`config.mk`:
```
export PLATFORM = sky130hd
export DESIGN_NAME = axi_axis2bram
export DESIGN_NICKNAME = d
export VERILOG_FILES = /design/src/rtl/axi_axis2bram_pkg.sv /design/src/rtl/axi_axis2bram.sv
export SDC_FILE = /design/constraint.sdc
export NUM_CORES = 1
export LEC_CHECK = 0
export ABC_AREA = 1
export BUFFER_PORTS_ARGS = -buffer_cell sky130_fd_sc_hd__buf_2
export CAP_MARGIN = 20
export CORE_MARGIN = 2
export CORE_UTILIZATION = 45
export CTS_BUF_LIST = sky130_fd_sc_hd__clkbuf_8
export DETAILED_ROUTE_END_ITERATION = 10
export GPL_TIMING_DRIVEN = 0
export PLACE_DENSITY = 0.81
export SLEW_MARGIN = 40
export SYNTH_ARGS = -nofsm -noshare
export SYNTH_HDL_FRONTEND = slang
export SYNTH_SLANG_ARGS = --single-unit
```
`constraint.sdc`:
```
create_clock -name clk -period 5.9 [get_ports clk]
set_input_delay 0.59 -clock clk [delete_from_list [all_inputs] [get_ports clk]]
set_output_delay 0.59 -clock clk [all_outputs]
set_load 0.005 [all_outputs]
```
`src/rtl/axi_axis2bram_pkg.sv`:
```
// Shared definitions for the stream/BRAM buffer stages: FSM state encoding
// and the byte-count to BRAM-word depth conversion.
package axi_axis2bram_pkg;

   typedef enum logic [1:0] {
      S_IDLE    = 2'd0,
      S_RECV    = 2'd1,
      S_DISCARD = 2'd2
   } state_t;

   // Whole BRAM words contained in size_bytes; a trailing partial word is dropped.
   function automatic logic [63:0] bytes_to_depth(input logic [63:0] size_bytes,
                                                  input int unsigned word_bits);
      return (size_bytes << 3) / 64'(word_bits);
   endfunction

endpackage

```
`src/rtl/axi_axis2bram.sv`:
```
// AXI4-Stream slave that writes a fixed-length burst into a BRAM write port.
// Streams that end early or run past the programmed depth raise a sticky
// error; excess beats are accepted and dropped.
module axi_axis2bram
   import axi_axis2bram_pkg::*;
#(
   parameter int unsigned AXI_DATA_WIDTH      = 128,
   parameter int unsigned AXI_XFER_SIZE_WIDTH = 32,
   parameter int unsigned BRAM_ADDR_WIDTH     = 32,
   parameter int unsigned BRAM_DATA_WIDTH     = 128
) (
   input  logic                           clk,
   input  logic                           rst_n,
   input  logic                           i_as2b_start,
   output logic                           o_as2b_done,
   output logic                           o_as2b_err,
   input  logic [AXI_XFER_SIZE_WIDTH-1:0] i_as2b_data_size_bytes,
   input  logic                           s_axis_tvalid,
   output logic                           s_axis_tready,
   input  logic [AXI_DATA_WIDTH-1:0]      s_axis_tdata,
   input  logic                           s_axis_tlast,
   output logic                           o_as2b_wren,
   output logic [BRAM_ADDR_WIDTH-1:0]     o_as2b_wraddr,
   output logic [BRAM_DATA_WIDTH-1:0]     o_as2b_wrdata
);

   // One extra bit so a depth of exactly 2^BRAM_ADDR_WIDTH words is representable.
   localparam int unsigned DEPTH_W = BRAM_ADDR_WIDTH + 1;

   state_t               state, state_nxt;
   logic [DEPTH_W-1:0]   depth_calc;
   logic [DEPTH_W-1:0]   depth;
   logic [DEPTH_W-1:0]   cnt;
   logic                 last_word;
   logic                 start_ok;
   logic                 wr_beat;
   logic                 err_set;

   assign depth_calc  = DEPTH_W'(bytes_to_depth(64'(i_as2b_data_size_bytes), BRAM_DATA_WIDTH));
   assign last_word   = (cnt == depth - DEPTH_W'(1));
   assign o_as2b_done = (state == S_IDLE) && !o_as2b_wren;

   // FSM state register
   always_ff @(posedge clk or negedge rst_n) begin
      if (!rst_n) state <= S_IDLE;
      else        state <= state_nxt;
   end

   // Next-state decode plus per-cycle strobes (tready never looks at tvalid)
   always_comb begin
      state_nxt     = state;
      s_axis_tready = 1'b0;
      start_ok      = 1'b0;
      wr_beat       = 1'b0;
      err_set       = 1'b0;
      case (state)
         S_IDLE: begin
            if (i_as2b_start && (depth_calc != '0)) begin
               start_ok  = 1'b1;
               state_nxt = S_RECV;
            end
         end
         S_RECV: begin
            s_axis_tready = 1'b1;
            if (s_axis_tvalid) begin
               wr_beat = 1'b1;
               if (last_word) begin
                  if (s_axis_tlast) begin
                     state_nxt = S_IDLE;
                  end else begin
                     err_set   = 1'b1;
                     state_nxt = S_DISCARD;
                  end
               end else if (s_axis_tlast) begin
                  err_set   = 1'b1;
                  state_nxt = S_IDLE;
               end
            end
         end
         S_DISCARD: begin
            s_axis_tready = 1'b1;
            if (s_axis_tvalid && s_axis_tlast) state_nxt = S_IDLE;
         end
         default: state_nxt = S_IDLE;
      endcase
   end

   // Depth/count bookkeeping, sticky error and the registered BRAM write stage
   always_ff @(posedge clk or negedge rst_n) begin
      if (!rst_n) begin
         depth         <= '0;
         cnt           <= '0;
         o_as2b_err    <= 1'b0;
         o_as2b_wren   <= 1'b0;
         o_as2b_wraddr <= '0;
         o_as2b_wrdata <= '0;
      end else begin
         o_as2b_wren <= wr_beat;
         if (start_ok) begin
            depth      <= depth_calc;
            cnt        <= '0;
            o_as2b_err <= 1'b0;
         end else if (err_set) begin
            o_as2b_err <= 1'b1;
         end
         if (wr_beat) begin
            o_as2b_wraddr <= cnt[BRAM_ADDR_WIDTH-1:0];
            o_as2b_wrdata <= s_axis_tdata;
            cnt           <= cnt + DEPTH_W'(1);
         end
      end
   end

endmodule

```
==> flow_metrics.py <==
metrics = {
    "clock_network": {
        "clk_latency_ns": 0.56,
        "cts_tree": "done",
        "clock-sinks": 225,
        "clk_pin_slew_worst_paths_ns": 0.06,
        "cts_made_buffers": 40,
        "clockBufferDepth": 3,
        "root_buffer": "clkbuf_8",
        "ctsHtreeMaxLevel": 2,
    },
    "worst_setup_path": {
        "start_kind": "flip-flop",
        "path_cells": "inv_1 > ha_1 > nand2_4 > nor2_8 > nand3_4 > nand2_1 > nand2_1 > nor2_1 > nand2_1 > nor2_2 > nand2_1 > nor2_1 > nand2_1 > ha_1 > inv_1 > nand2_1 > a22oi_1 > nand2_1 > o21ai_0",
        "cp_num_buf_inv": 2,
        "end_kind": "flip-flop",
        "max_stage_delay_ns": 0.40,
        "crit_path_end": "state[0]$_DFFE_PN0P_",
        "critPathSlowestCell": "dfrtp_1",
        "r2r-end": "state[0]$_DFFE_PN0P_",
        "startpoint": "depth[0]$_DFFE_PN0P_",
        "rrSetupSlack_ns": 3.11,
        "worstSetupPathType": "reg2reg",
        "worst-path-stages": 19,
        "reg2reg_depth": 19,
        "crit_arrival_ns": 3.25,
        "crit_required_ns": 6.36,
        "cp_top_family": "simple AND/OR/NAND/NOR gates",
        "rr_startpoint": "depth[0]$_DFFE_PN0P_",
        "critPathMostFrequentCell": "nand2_1",
        "critPathMaxFanout": 10,
    },
    "synth": {
        "synth_cell_types": 43,
        "syn_area_sq_mm": 0.0106,
        "ys_warn_count": 0,
        "synth_nets": 1520,
        "synth_edf_count": 0,
        "ys_seq_area_share_pct": 53.0,
        "async_flop_share_pct": 100,
        "syn_area_per_cell_sq_um": 7.89,
        "synth_cells": 1348,
        "ys.flop_type": "dfrtp_1",
        "ys_ff_latch": 225,
    },
    "timing": {
        "maxSlewViolCount": 0,
        "finalCritPeriodShare_pct": 47.3,
        "setup_ws_ns": 3.11,
        "max_freq_mhz": 358,
        "finalSetupViolations": 0,
        "clock-skew-final_ns": 0.0278,
        "tns_ns": 0,
        "rsz0062_at_grt": "no",
        "hold_ws_ns": 0.230,
        "maxSlewHeadroom_pct": 49.1,
        "min_period_ns": 2.79,
        "worst_pin_slew_ns": 0.764,
        "hold_viol": 0,
    },
    "finish": {
        "stdcell_count": 2073,
        "fin_util_pct": 58.2,
        "drive_gt1_share_pct": 25.0,
        "fin_nets": 1890,
        "area_growth_pct": 27.7,
        "final_area_sq_mm": 0.0136,
    },
    "placed_design": {
        "portBuffers": 324,
        "dpl_cell_area_sq_mm": 0.0127,
        "placed_cells": 1994,
        "dp_hpwl_mm": 25.5,
        "dp_slack_ns": 3.09,
        "gp_congestion": 0.928,
    },
    "pwr": {
        "power_mw": 6.16,
        "power.leakage_nw": 7.47,
        "irDropWorstVdd_mv": 0.289,
        "power_density_mw_per_mm2": 454,
    },
    "drt": {
        "post-route-drc-count": 0,
        "drt_iter0_drc": 715,
        "first_pass_iters": 5,
        "detail-route-antenna-nets": 0,
        "wl_per_cell_um": 16.4,
        "vias": 10400,
        "finalWirelength_mm": 34.1,
        "avgViaCountPerCell": 5.02,
    },
    "floorplanning": {
        "die_h_um": 158,
        "die_area_sq_mm": 0.0249,
        "rows": 56,
        "num_io_pins": 329,
        "start_util_pct": 45.6,
        "die_w_um": 158,
        "coreArea_sq_mm": 0.0233,
    },
    "global_route": {
        "gr-usage-all-layers_pct": 27.3,
        "grt_max_degree": 73,
        "antenna_found_initial": 7,
        "grt_overflow": 0,
        "grt_pass1_wl_mm": 52.8,
        "grt_pass1_vias": 10400,
    },
    "run_status": {
        "outcome": "complete, no violations",
    },
    "hold_path": {
        "min_path_type": "in2reg",
    },
    "run": {
        "drv_cap": 0,
    },
}
[area by class of cell]
cell class	instances	area, sq um
Antenna cell	7	17.5
Clock buffer	49	674
Timing Repair Buffer	328	1720
Clock inverter	22	133
Inverter	100	375
Tap cell	319	399
Sequential cell	225	5630
Multi-Input combinational cell	972	4420
Fill cell	2122	9750
Buffer	51	208
[kinds of logic after synthesis]
family	count (synthesis)	synth area share [%]
simple gates	832	32.8
flops	225	53.0
buf+inv	151	5.48
compound gates	101	5.23
xor+xnor	29	2.39
fa+ha+maj	7	0.824
mux	3	0.282
[worst reg2reg max path, stage by stage, from the launching register on]
cell and delay, ns:
dfrtp_1 0.40, inv_1 0.12, ha_1 0.30, nand2_4 0.11
nor2_8 0.23, nand3_4 0.14, nand2_1 0.09, nand2_1 0.05
nor2_1 0.11, nand2_1 0.07, nor2_2 0.18, nand2_1 0.07
nor2_1 0.10, nand2_1 0.06, ha_1 0.17, inv_1 0.05
nand2_1 0.04, a22oi_1 0.13, nand2_1 0.12, o21ai_0 0.20
[report_power, final]
group | switching, mW | internal, mW
logic | 1.33 | 0.862
registers | 0.428 | 2.08
clock network | 0.665 | 0.798
total | 2.42 | 3.74
[worst min path at each step]
stage	start	end	slack (ns)	depth (start not counted)
after floorplan	rst_n	cnt[0]$_DFFE_PN0P_	0.29	0
after CTS	s_axis_tdata[20]	o_as2b_wrdata[20]$_DFFE_PN0P_	0.21	3
after detailed placement	rst_n	depth[1]$_DFFE_PN0P_	0.45	1
after global routing	s_axis_tdata[20]	o_as2b_wrdata[20]$_DFFE_PN0P_	0.22	3
after global placement	o_as2b_wrdata[79]$_DFFE_PN0P_	o_as2b_wrdata[79]$_DFFE_PN0P_	0.46	2
final	s_axis_tdata[72]	o_as2b_wrdata[72]$_DFFE_PN0P_	0.23	3
[state kept, by name, summed over array words and instances (netlist names)]
signal / count
o_as2b_err: 1
cnt: 33
o_as2b_wren: 1
state: 2
o_as2b_wrdata: 128
depth: 28
o_as2b_wraddr: 32
[metal layers]
layer  GRT usage (%)  routed length [um]  vias up
met5               0                   0        -
met4            12.9                1400        0
met3            7.42                2650       96
met2            46.7               16900      413
met1            31.9               13200     4953
li1                -                   -     4947
[cells in the mapped netlist, types with 2 or more instances]
cell      count  area share, %
nor3_1       16           0.75
nor4_1        4           0.24
nand2_2       5           0.29
mux2i_1       3           0.28
nor2_8        2           0.38
nand2_4       3           0.32
nand3b_1      3           0.21
xor2_1       18            1.5
nor2_1       80            2.8
o21ai_1       5           0.24
nand2_1     623             22
clkinv_1      2          0.071
a21oi_1       6           0.28
nor2_2       11           0.65
inv_1        96            3.4
or2_2         2           0.12
buf_1         3           0.11
inv_2         2          0.071
o21bai_1      4           0.28
o22ai_1       7           0.41
clkbuf_1     35            1.2
xnor2_1      11           0.91
ha_1          7           0.82
dfrtp_1     225             53
nor3_2        2           0.19
o21bai_2      3           0.32
nand4_1      24            1.4
o21ai_0      72            3.4
nor2_4        4           0.42
nand3_1      45            2.1
buf_2        13           0.61
[layout by cell type (no fill, tap or decap), types with 2 or more instances in the layout]
master | synthesis | final
nor2_1 | 80 | 80
nor2_2 | 11 | 11
buf_2 | 13 | 336
clkinv_1 | 2 | 2
nor2_4 | 4 | 4
clkinv_2 | 0 | 2
buf_1 | 3 | 3
mux2i_1 | 3 | 3
nand4_1 | 24 | 24
or2_2 | 2 | 2
nand2_1 | 623 | 623
o21ai_0 | 72 | 72
xnor2_1 | 11 | 11
nand3_1 | 45 | 45
dfrtp_1 | 225 | 225
o21bai_2 | 3 | 3
o22ai_1 | 7 | 7
clkbuf_8 | 0 | 49
nand3b_1 | 3 | 3
buf_16 | 0 | 3
inv_2 | 2 | 2
nor2_8 | 2 | 2
diode_2 | 0 | 7
clkbuf_1 | 35 | 35
nor3_2 | 2 | 2
o21ai_1 | 5 | 5
nand2_4 | 3 | 3
a21oi_1 | 6 | 6
xor2_1 | 18 | 18
nor4_1 | 4 | 4
nor3_1 | 16 | 16
o21bai_1 | 4 | 4
ha_1 | 7 | 7
inv_1 | 96 | 112
nand2_2 | 5 | 5
[timing repair]
item | CTS | global route
hold buffers | 1 | 0
setup buffers | 0 | 0
endpoints found under the hold margin | 26 | 0
resized for setup | 0 | 0
(Power assumes the default switching activity.)
